==> src/rtl/mips_pkg.sv <==
// Shared fetch-stage types and constants.
package mips_pkg;

    // Fetch controller states.
    typedef enum logic [1:0] {
        StRun      = 2'd0,
        StWait     = 2'd1,
        StHold     = 2'd2,
        StRedirect = 2'd3
    } fetch_state_t;

    localparam logic [31:0] PC_INCR = 32'd4;

    // Instruction addresses are word aligned; low two bits are forced to zero.
    function automatic logic [31:0] word_align(input logic [31:0] addr);
        return {addr[31:2], 2'b00};
    endfunction

endpackage

==> src/rtl/fetch_skid.sv <==
// One-entry hold buffer for a fetched word that arrived while IF/ID was stalled.
module fetch_skid (
    input  logic        clk,
    input  logic        reset,
    input  logic        load,
    input  logic        clear,
    input  logic [31:0] load_instr,
    input  logic [31:0] load_pc,
    output logic [31:0] instr,
    output logic [31:0] pc
);

    logic [31:0] instr_q;
    logic [31:0] pc_q;

    // Capture a word on load; reset or clear empties the entry.
    always_ff @(posedge clk) begin
        if (reset || clear) begin
            instr_q <= '0;
            pc_q    <= '0;
        end else if (load) begin
            instr_q <= load_instr;
            pc_q    <= load_pc;
        end
    end

    assign instr = instr_q;
    assign pc    = pc_q;

endmodule

==> src/rtl/fetch_ctrl.sv <==
// Instruction fetch controller: PC sequencing, memory handshake, stall hold and
// branch redirection with flush of the two younger pipeline stages.
module fetch_ctrl
    import mips_pkg::*;
#(
    parameter logic [31:0] RESET_PC = 32'h0000_0000
) (
    input  logic        clk,
    input  logic        reset,
    input  logic        stall,
    input  logic        branch,
    input  logic [31:0] branch_target,
    output logic        imem_req,
    output logic [31:0] imem_addr,
    input  logic        imem_ready,
    input  logic [31:0] imem_rdata,
    output logic        if_valid,
    output logic [31:0] if_instr,
    output logic [31:0] if_pc,
    output logic        flush
);

    fetch_state_t state_q, state_d;
    logic [31:0]  pc_q, pc_d;
    logic [31:0]  target_q, target_d;
    logic [31:0]  last_instr_q;
    logic [31:0]  last_pc_q;

    logic         skid_load;
    logic         skid_clear;
    logic         from_skid;
    logic [31:0]  skid_instr;
    logic [31:0]  skid_pc;
    logic [31:0]  dlv_instr;
    logic [31:0]  dlv_pc;
    logic [31:0]  branch_pc;

    assign branch_pc = word_align(branch_target);
    assign imem_addr = pc_q;

    fetch_skid u_skid (
        .clk        (clk),
        .reset      (reset),
        .load       (skid_load),
        .clear      (skid_clear),
        .load_instr (imem_rdata),
        .load_pc    (pc_q),
        .instr      (skid_instr),
        .pc         (skid_pc)
    );

    // Next-state, PC update and handshake outputs; branch outranks every other event.
    always_comb begin
        state_d    = state_q;
        pc_d       = pc_q;
        target_d   = target_q;
        imem_req   = 1'b0;
        if_valid   = 1'b0;
        flush      = 1'b0;
        skid_load  = 1'b0;
        skid_clear = 1'b0;
        from_skid  = 1'b0;
        if (!reset) begin
            unique case (state_q)
                StRun: begin
                    imem_req = !stall && !branch;
                    if (branch) begin
                        flush = 1'b1;
                        pc_d  = branch_pc;
                    end else if (imem_req) begin
                        if (imem_ready) begin
                            if_valid = 1'b1;
                            pc_d     = pc_q + PC_INCR;
                        end else begin
                            state_d = StWait;
                        end
                    end
                end
                StWait: begin
                    // An issued request stays up at the same address until it completes.
                    imem_req = 1'b1;
                    if (branch) begin
                        flush = 1'b1;
                        if (imem_ready) begin
                            pc_d    = branch_pc;
                            state_d = StRun;
                        end else begin
                            target_d = branch_pc;
                            state_d  = StRedirect;
                        end
                    end else if (imem_ready) begin
                        pc_d = pc_q + PC_INCR;
                        if (stall) begin
                            skid_load = 1'b1;
                            state_d   = StHold;
                        end else begin
                            if_valid = 1'b1;
                            state_d  = StRun;
                        end
                    end
                end
                StHold: begin
                    if (branch) begin
                        flush      = 1'b1;
                        pc_d       = branch_pc;
                        skid_clear = 1'b1;
                        state_d    = StRun;
                    end else if (!stall) begin
                        if_valid   = 1'b1;
                        from_skid  = 1'b1;
                        skid_clear = 1'b1;
                        state_d    = StRun;
                    end
                end
                StRedirect: begin
                    // Drain the stale access at the old PC; its data is thrown away.
                    imem_req = 1'b1;
                    if (branch) begin
                        flush    = 1'b1;
                        target_d = branch_pc;
                        if (imem_ready) begin
                            pc_d    = branch_pc;
                            state_d = StRun;
                        end
                    end else if (imem_ready) begin
                        pc_d    = target_q;
                        state_d = StRun;
                    end
                end
                default: state_d = StRun;
            endcase
        end
    end

    assign dlv_instr = from_skid ? skid_instr : imem_rdata;
    assign dlv_pc    = from_skid ? skid_pc : pc_q;
    assign if_instr  = if_valid ? dlv_instr : last_instr_q;
    assign if_pc     = if_valid ? dlv_pc : last_pc_q;

    // State, PC, saved target and last-delivered word registers.
    always_ff @(posedge clk) begin
        if (reset) begin
            state_q      <= StRun;
            pc_q         <= word_align(RESET_PC);
            target_q     <= '0;
            last_instr_q <= '0;
            last_pc_q    <= '0;
        end else begin
            state_q  <= state_d;
            pc_q     <= pc_d;
            target_q <= target_d;
            if (if_valid) begin
                last_instr_q <= dlv_instr;
                last_pc_q    <= dlv_pc;
            end
        end
    end

endmodule

==> config.mk <==
export PLATFORM = sky130hd
export DESIGN_NAME = fetch_ctrl
export DESIGN_NICKNAME = d
export VERILOG_FILES = /design/src/rtl/mips_pkg.sv /design/src/rtl/fetch_skid.sv /design/src/rtl/fetch_ctrl.sv
export SDC_FILE = /design/constraint.sdc
export NUM_CORES = 1
export LEC_CHECK = 0
export ABC_CLOCK_PERIOD_IN_PS = 2300
export BUFFER_PORTS_ARGS = -buffer_cell sky130_fd_sc_hd__buf_4
export CORE_MARGIN = 1
export CORE_UTILIZATION = 30
export CTS_CLUSTER_DIAMETER = 80
export DETAILED_ROUTE_END_ITERATION = 6
export GPL_ROUTABILITY_DRIVEN = 0
export PLACE_DENSITY = 0.6
export SYNTH_ARGS = -nofsm -noshare
export SYNTH_HDL_FRONTEND = slang
export SYNTH_SLANG_ARGS = --single-unit
==> constraint.sdc <==
create_clock -name clk -period 2.3 [get_ports clk]
set_input_delay 0.23 -clock clk [delete_from_list [all_inputs] [get_ports clk]]
set_output_delay 0.23 -clock clk [all_outputs]
set_load 0.1 [all_outputs]
==> impl_metrics.tcl <==
set metrics [dict create \
    worstSkewPairLatency_ns 0.44 \
    fin_ws_ns -0.188 \
    antennaDiodeCount 0 \
    cp-start-kind "flip-flop" \
    initialDrtViolationCount 903 \
    die_area_sq_um 34300 \
    clkSinkCount 192 \
    async_reset_ff_share_pct 0 \
    drive_gt1_share_pct 29.5 \
    utilization_pct 44.0 \
    crit_path_max_fanout 50 \
    drc_errors 0 \
    fillers 3212 \
    die_width_um 185 \
    hold_violations 0 \
    slowest_delay_ns 0.47 \
    numCtsBuffers 17 \
    worst_pin_slew_ns 0.654 \
    cts_root_buffer "clkbuf_16" \
    die_height_um 185 \
    irDropWorstVdd_uv 465 \
    grt_max_degree 87 \
    synth_nets 1380 \
    core.rowCount 66 \
    start_util_pct 30.7 \
    netlist_area_sq_um 10100 \
    core-area_sq_um 32800 \
    hp-class "in2reg" \
    area_growth_pct 43.2 \
    post-dp-hpwl_um 23000 \
    fmax_mhz 402 \
    p_total_mw 8.19 \
    finalNonFillerCells 1939 \
    ioPinCount 168 \
    ys_seq_area_share_pct 38.2 \
    synth_ff_type "dfxtp_1" \
    rsz0062_at_grt "true" \
    status "complete, but fails checks" \
    vias 10200 \
    leakagePower_nw 5.67 \
    antenna_left 0 \
    synth_edf_count 0 \
    grt_antenna_before_repair 0 \
    port_buffers 165 \
    cp.arrival_ns 2.26 \
    viasPerCell 5.25 \
    cap_violations 0 \
    clockBufferDepth 2 \
    path_cells "clkinv_2, nand2_4, or4_4, buf_12, mux2i_1, o21ai_4, buf_8" \
    clk_pin_slew_worst_paths_ns 0.08 \
    max-slew-margin-rel_pct 55.9 \
    overflow 0 \
    grt_pass1_vias 9435 \
    grt_pass1_wl_um 53700 \
    yosys_warnings 0 \
    violations "setup timing" \
    finalMaxSlewViolations 0 \
    dp_cells 1885 \
    fin_skew_ns 0.0138 \
    wl_per_cell_um 17.8 \
    synth_seq_cells 192 \
    worstSetupPathType "reg2out" \
    synth_cell_types 84 \
    crit_slowest_cell "or4_4" \
    drt_wl_total_um 34500 \
    syn_inst 1310 \
    h-tree-depth 4 \
    fin_nets 1554 \
    syn_avg_cell_area_sq_um 7.69 \
    period_minus_slack_ns 2.49 \
    required_ns 2.07 \
    powerDensity_nw_per_um2 568 \
    setup_viol 64 \
    first_pass_iters 7 \
    period_share_pct 108 \
    grt_util_all_layers_pct 20.0 \
    cts_tree "done" \
    crit_path_end_kind "primary output" \
]
critical path: cells and delay by family, from the launching register on:
| kind | cells | cell delay, ns |
|---|---|---|
| buffers and inverters | 3 | 0.53 |
| muxes | 1 | 0.20 |
| DFF | 1 | 0.35 |
| AOI/OAI and AO/OA | 1 | 0.18 |
| and+or+nand+nor | 2 | 0.51 |
cell families after synthesis:
group | after synthesis | share of synthesized area [%]
AOI/OAI and AO/OA | 374 | 22.4
xor gates and xnor gates | 3 | 0.261
adders and majority gates | 1 | 0.124
buffers and inverters | 131 | 6.18
DFF | 192 | 38.2
muxes | 81 | 8.12
and+or+nand+nor | 528 | 24.8
path summary, 6_finish.rpt:
check        slack, ns  depth (start not counted)       endpoint        startpoint
max reg2reg       0.10                          7  imem_addr[30]      imem_addr[2]
max              -0.19                          7   if_instr[10]        state_q[1]
min               0.04                          3    target_q[2]  branch_target[2]
min reg2reg       0.45                          2  u_skid.pc[29]     u_skid.pc[29]
placed cells by master (no fill, tap or decap), types with 5 or more instances in the layout:
cell / instances
a221oi_1: 8
buf_12: 35
o21ai_4: 59
a21oi_1: 139
o211ai_1: 5
buf_4: 177
nor2_1: 64
a22o_1: 5
nand2b_1: 6
nand2_1: 293
a22oi_1: 5
and3_1: 7
o31a_1: 5
o221a_2: 5
mux2i_1: 69
nor2b_1: 70
mux2i_2: 5
o21ai_2: 5
o21ai_0: 44
clkbuf_16: 18
o22ai_1: 12
dfxtp_2: 24
and2_1: 5
nand3_1: 21
inv_1: 15
a31oi_1: 13
mux2_2: 6
a211oi_1: 13
inv_6: 5
nand4_1: 5
buf_16: 6
o31ai_1: 6
dfxtp_1: 166
buf_8: 48
nor3_1: 14
flip-flops by register name (all words and copies together) (netlist names):
register / cells
state_q: 2
target_q: 30
last_instr_q: 32
u_skid.pc: 32
u_skid.instr: 32
last_pc_q: 32
imem_addr: 32
timing repair:
action,in CTS,in global routing
setup endpoints to repair,65,68
pin swaps,2,1
buffers inserted,13,5
hold buffers,0,0
gates cloned,4,0
gates resized for setup,171,11
endpoints found under the hold margin,0,0
Yosys cell counts (4+ instances only):
cell	n	share of area, %
nand2_1	294	11
dfxtp_1	192	38
a21oi_1	139	6.9
mux2i_1	75	7.5
nor2b_1	70	4.3
nor2_1	67	2.5
o21ai_0	60	3.0
clkbuf_1	55	2.0
o21ai_1	52	2.6
buf_2	34	1.7
nand3_1	21	1.0
inv_1	15	0.56
nor3_1	14	0.70
a211oi_1	13	0.97
a31oi_1	13	0.81
buf_1	12	0.45
o22ai_1	12	0.75
buf_6	10	1.1
a221oi_1	8	0.70
nand2b_1	8	0.50
and3_1	7	0.43
mux2_2	6	0.67
o31ai_1	6	0.45
a22o_1	5	0.43
a22oi_1	5	0.37
and2_1	5	0.31
nand4_1	5	0.31
o211ai_1	5	0.37
o221a_2	5	0.56
o31a_1	5	0.43
a21o_1	4	0.30
a31o_2	4	0.35
and4_1	4	0.35
nor4b_1	4	0.35
layer usage:
metal	wire, um	track usage, %	part of all wire (%)
met2	15400	30.8	45
met5	0	0	0
met4	481	5.09	1.4
met3	2190	4.07	6.4
met1	16400	28.3	48
per-stage QoR:
stage               hold slack (ns)  TNS, ns  cell area (sq um)  worst slack (ns)
finish                       0.0419   -10.29              14400            -0.188
global route                 0.0275   -15.61              14400            -0.281
CTS                          0.0226   -11.52              14300            -0.212
detailed placement            0.447        0              12900            0.0947
global placement              0.443        0              12900             0.107
floorplan                     0.364    -5.49              10800            -0.204
where the power goes:
part | switching [mW] | internal (mW) | leakage, nW
clock | 1.41 | 1.61 | 0.279
sequential | 0.0787 | 3.40 | 1.56
combinational | 1.16 | 0.543 | 3.83
total | 2.65 | 5.55 | 5.67
final cells by class:
class / instances / area (sq um) / share of cell area (%)
clock inverter: 13 / 126 / 0.876
tap: 442 / 553 / 3.83
sequential: 192 / 3880 / 26.9
timing repair buffer: 270 / 2960 / 20.5
inverter: 16 / 61.3 / 0.425
clock buffer: 19 / 464 / 3.22
multi-input combinational: 987 / 6380 / 44.2
(Power assumes the default switching activity.)
